`config.mk`:
```
export PLATFORM = sky130hd
export DESIGN_NAME = id_ex_stage
export DESIGN_NICKNAME = d
export VERILOG_FILES = /design/src/rtl/id_ex_stage.sv
export SDC_FILE = /design/constraint.sdc
export NUM_CORES = 1
export LEC_CHECK = 0
export ABC_AREA = 1
export ABC_CLOCK_PERIOD_IN_PS = 2400
export BUFFER_PORTS_ARGS = -buffer_cell sky130_fd_sc_hd__buf_2
export CAP_MARGIN = 20
export CORE_AREA = 2 2 128 224
export CTS_CLUSTER_SIZE = 14
export DETAILED_ROUTE_END_ITERATION = 8
export DIE_AREA = 0 0 130 226
export HOLD_SLACK_MARGIN = 0.02
export SYNTH_ARGS = -nofsm -noshare
export SYNTH_HDL_FRONTEND = slang
export SYNTH_SLANG_ARGS = --single-unit
```
`constraint.sdc`:
```
create_clock -name clock -period 2.4 [get_ports clock]
set_clock_uncertainty 0.05 [all_clocks]
set_input_delay 0 -clock clock [delete_from_list [all_inputs] [get_ports clock]]
set_output_delay 0 -clock clock [all_outputs]
set_load 0.03 [all_outputs]
```
`src/rtl/id_ex_stage.sv`:
```
// ID/EX pipeline register: writeback bypass into operands, load-use stall with
// a single EX bubble, branch flush, and a saturating bubble counter.
module id_ex_stage #(
    parameter int CTRL_W = 8,
    parameter int CNT_W  = 16
) (
    input  logic              clock,
    input  logic              reset_n,
    input  logic              id_valid,
    input  logic [31:0]       id_pc,
    input  logic [4:0]        id_rs1,
    input  logic [4:0]        id_rs2,
    input  logic [4:0]        id_rd,
    input  logic [31:0]       id_rdata1,
    input  logic [31:0]       id_rdata2,
    input  logic [31:0]       id_imm,
    input  logic [CTRL_W-1:0] id_ctrl,
    input  logic              id_mem_read,
    input  logic              id_mem_write,
    input  logic              id_reg_write,
    input  logic              wb_reg_write,
    input  logic [4:0]        wb_rd,
    input  logic [31:0]       wb_data,
    input  logic              flush,
    output logic              stall_id,
    output logic              ex_valid,
    output logic [31:0]       ex_pc,
    output logic [31:0]       ex_op1,
    output logic [31:0]       ex_op2,
    output logic [31:0]       ex_imm,
    output logic [4:0]        ex_rs1,
    output logic [4:0]        ex_rs2,
    output logic [4:0]        ex_rd,
    output logic [CTRL_W-1:0] ex_ctrl,
    output logic              ex_mem_read,
    output logic              ex_mem_write,
    output logic              ex_reg_write,
    output logic [CNT_W-1:0]  bubble_count
);

    logic              r_valid, r_mem_read, r_mem_write, r_reg_write;
    logic [31:0]       r_pc, r_op1, r_op2, r_imm;
    logic [4:0]        r_rs1, r_rs2, r_rd;
    logic [CTRL_W-1:0] r_ctrl;
    logic [CNT_W-1:0]  r_bubble_count;

    logic              w_hazard;
    logic [31:0]       w_op1, w_op2;

    // x0 reads as zero even if writeback targets it; same-cycle writes win over regfile data.
    function automatic logic [31:0] sel_op(input logic [4:0] rs, input logic [31:0] rdata,
                                           input logic we, input logic [4:0] wrd,
                                           input logic [31:0] wdata);
        if (rs == 5'd0)
            return 32'd0;
        else if (we && (wrd == rs))
            return wdata;
        else
            return rdata;
    endfunction

    assign w_op1 = sel_op(id_rs1, id_rdata1, wb_reg_write, wb_rd, wb_data);
    assign w_op2 = sel_op(id_rs2, id_rdata2, wb_reg_write, wb_rd, wb_data);

    assign w_hazard = id_valid & r_valid & r_mem_read & (r_rd != 5'd0)
                    & ((r_rd == id_rs1) | (r_rd == id_rs2));
    assign stall_id = w_hazard & ~flush;

    always_ff @(posedge clock or negedge reset_n) begin
        if (!reset_n) begin
            r_valid        <= 1'b0;
            r_mem_read     <= 1'b0;
            r_mem_write    <= 1'b0;
            r_reg_write    <= 1'b0;
            r_pc           <= '0;
            r_op1          <= '0;
            r_op2          <= '0;
            r_imm          <= '0;
            r_rs1          <= '0;
            r_rs2          <= '0;
            r_rd           <= '0;
            r_ctrl         <= '0;
            r_bubble_count <= '0;
        end else if (flush || w_hazard) begin
            // Data fields hold; only the valid and side-effect flags are killed.
            r_valid     <= 1'b0;
            r_mem_read  <= 1'b0;
            r_mem_write <= 1'b0;
            r_reg_write <= 1'b0;
            if (!flush && (r_bubble_count != {CNT_W{1'b1}}))
                r_bubble_count <= r_bubble_count + CNT_W'(1);
        end else begin
            r_valid     <= id_valid;
            r_mem_read  <= id_mem_read  & id_valid;
            r_mem_write <= id_mem_write & id_valid;
            r_reg_write <= id_reg_write & id_valid;
            r_pc        <= id_pc;
            r_op1       <= w_op1;
            r_op2       <= w_op2;
            r_imm       <= id_imm;
            r_rs1       <= id_rs1;
            r_rs2       <= id_rs2;
            r_rd        <= id_rd;
            r_ctrl      <= id_ctrl;
        end
    end

    assign ex_valid     = r_valid;
    assign ex_pc        = r_pc;
    assign ex_op1       = r_op1;
    assign ex_op2       = r_op2;
    assign ex_imm       = r_imm;
    assign ex_rs1       = r_rs1;
    assign ex_rs2       = r_rs2;
    assign ex_rd        = r_rd;
    assign ex_ctrl      = r_ctrl;
    assign ex_mem_read  = r_mem_read;
    assign ex_mem_write = r_mem_write;
    assign ex_reg_write = r_reg_write;
    assign bubble_count = r_bubble_count;

endmodule

```
==> reports/metrics.csv <==
metric;value;unit
status;complete, no violations;
Synth warnings;0;
routability cong.;0.896;
min Tclk post-route;2.09;ns
PwrDens;676;nW/µm²
Rows;81;
Pleak;7.82;nW
Num CTS Buffers;17;
Seq pwr share;38.3;%
switching power;3.36;mW
final wirelength;31100;µm
DP Worst Slack;0.455;ns
Post-DRT Antenna Nets;0;
crit-path cells;dlygate4sd3_1, buf_2, inv_1, nand2_1, o21ai_0, nor2_1, nand3_4, nand2_1, nand2_1, nor2_1, dlygate4sd3_1, nand2_1, nand2_1;
Yosys reg bits;171;
count leader, synth;nand2_1;
max frequency;478;MHz
worst endpoint required time;2.75;ns
Area Growth Syn to Fin;57.3;%
CTS sink count;171;
setup_tns;0;ns
drt wl/cell;14.5;µm
DR iter-0 viols;435;
Clock Tree Buf Depth;2;
drc violations;0;
synth top area cells;dfrtp_1 (51%), nand2_1 (29%), nor2_1 (7.0%), inv_1 (4.0%), buf_2 (2.0%);
Post-Syn Nets;1406;
most frequent CP cell;nand2_1;
initial antenna violation count;3;
Yosys cell types;26;
Vias;9537;
share of cells above drive strength 1;24.4;%
CP max stage cell;dlygate4sd3_1;
nets@finish;1954;
Slew @ Worst Pin;0.623;ns
design internal power;5.62;mW
top-area cell type share of the netlist area;50.6;%
clock latency on the worst-skew pair;0.46;ns
CP startpoint kind;input pin;
post-route cell area;13300;µm²
I/O Buffers;367;
Crit Path Category;input pin to flip-flop;
largest net degree at the start of global routing;76;
ys flop type;dfrtp_1;
Syn Area/Cell;6.99;µm²
final number of setup-violating endpoints;0;
Async SR Flop Fraction;100;%
Synth area leader;dfrtp_1;
DRT Pass-1 Iters;5;
Die Height;226;µm
Final HPWL DP;20900;µm
final count of hold timing violations;0;
total grt overflow;0;
All-Layer GR Usage;21.1;%
Clk pwr share;30.8;%
Rel. slew slack;58.5;%
# IOs;368;
number of synthesized flops with an enable pin;0;
Initial Utilization;30.6;%
CTS clock-pin slew for the worst setup and hold paths;0.08;ns
Die ar.;29400;µm²
Final Non-Filler Cells;2146;
pins over their slew limit;0;
crit end category;flip-flop;
fin crit share;87.2;%
slowest stage delay, CP;0.56;ns
number of global-route vias before repair;9708;
RSZ-0062 raised after global routing;false;
global-route wire length before repair;48100;µm
Core Area;27700;µm²
Placed Cells;1918;
Vias/cell;4.44;
sequential share of the synthesized area;50.6;%
post-route setup slack;0.307;ns
H-tree levels;4;
Critical Path Fanout Max;26;
CTS tree;built;
Max-Cap Viols;0;
root buffer cell;clkbuf_16;
Die Width;130;µm
Worst Path Arrival;2.44;ns
Post-CTS Setup Inserts;0;
Worst Hold Class;input pin to asynchronous set/reset pin;
Commonest cells post-synth;nand2_1 (653), dfrtp_1 (171), nor2_1 (157), inv_1 (91), buf_2 (34);
Max IR drop VDD;553;µV
Sw Share;37.4;%
Gate power share;30.9;%
placed inst area;10800;µm²
Cells after Synth;1209;
Post-Syn Area;8450;µm²
[registers in the layout (all words and copies together), names as in the netlist]
| register | count |
|---|---|
| ex_imm | 32 |
| ex_reg_write | 1 |
| ex_mem_write | 1 |
| ex_ctrl | 8 |
| ex_rs2 | 5 |
| ex_rs1 | 5 |
| ex_op1 | 32 |
| ex_op2 | 32 |
| ex_valid | 1 |
| ex_rd | 5 |
| ex_mem_read | 1 |
| bubble_count | 16 |
| ex_pc | 32 |
[kinds of logic after synthesis]
group	after synthesis	synth area share, %
xor+xnor	14	1.45
compound gates	18	1.24
simple gates	858	39.2
fa+ha+maj	1	0.148
flops	171	50.6
buf+inv	147	7.34
[final cells by class]
cell class / count / area (µm²)
well taps: 373 / 467
flip-flops and latches: 171 / 4280
clock buffers: 19 / 443
diodes: 3 / 7.51
repair buffers: 583 / 4050
inverters: 93 / 349
multi-input cells: 891 / 3580
clock inverters: 13 / 126
fillers: 2710 / 14400
[repair_timing]
item                                    4_1_cts  5_1_grt
hold endpoints to repair                    323        0
endpoints found under the setup margin        0        2
hold buffers                                193        0
gates resized for setup                       0        1
[critical path, delay by kind of cell]
kind	cells	cell delay (ns)
AOI/OAI and AO/OA	1	0.08
buffers and inverters	4	1.34
and+or+nand+nor	8	1.00
[placed cells by master (no fill, tap or decap), drive strengths merged, types with 8 or more instances in the layout]
master       Yosys  layout
nand2          656     656
buf             40     390
dlygate4sd3      0     193
dfrtp          171     171
nor2           157     157
inv             93     103
nand3           32      32
clkbuf          14      19
o21ai           15      15
xor2             8       8
[final timing paths]
check                                    end  cells past startpoint        from  slack [ns]
worst max-delay path               ex_op1[7]                     13   id_rs1[4]        0.31
worst min-delay path            ex_mem_write                      2     reset_n        0.05
worst max register to register    ex_imm[21]                     11    ex_rd[4]        0.44
worst min register to register    ex_op1[29]                      2  ex_op1[29]        0.42
max in group asynchronous         ex_op2[15]                      3     reset_n        1.52
min in group clock                  ex_rd[0]                      4    id_rd[0]        0.22
[power groups by stage]
stage	Combinational (mW)	Clock [mW]	Sequential (mW)
after global placement	2.50	0	3.49
after global routing	3.04	2.98	3.48
after CTS	2.78	2.87	3.44
after detailed placement	2.52	0	3.49
after floorplan	1.00	0	4.08
final	2.77	2.77	3.45
[per-stage QoR]
step | utilization, % | hold WS, ns | power (mW)
after CTS | 48.0 | 0.0574 | 9.10
after floorplan | - | -0.346 | 5.09
after global routing | 48.1 | 0.0941 | 9.50
after detailed placement | 39.0 | -0.00466 | 6.01
after global placement | 39.0 | -0.00439 | 5.99
final | 48.1 | 0.0520 | 8.99
[per-layer routing]
metal / share of wire [%] / global-route usage (%)
met3: 4.6 / 4.24
met2: 52 / 37.8
met5: 0 / 0
met1: 39 / 22.7
met4: 4.4 / 12.1
No activity file was read; power rests on OpenSTA's default activity.
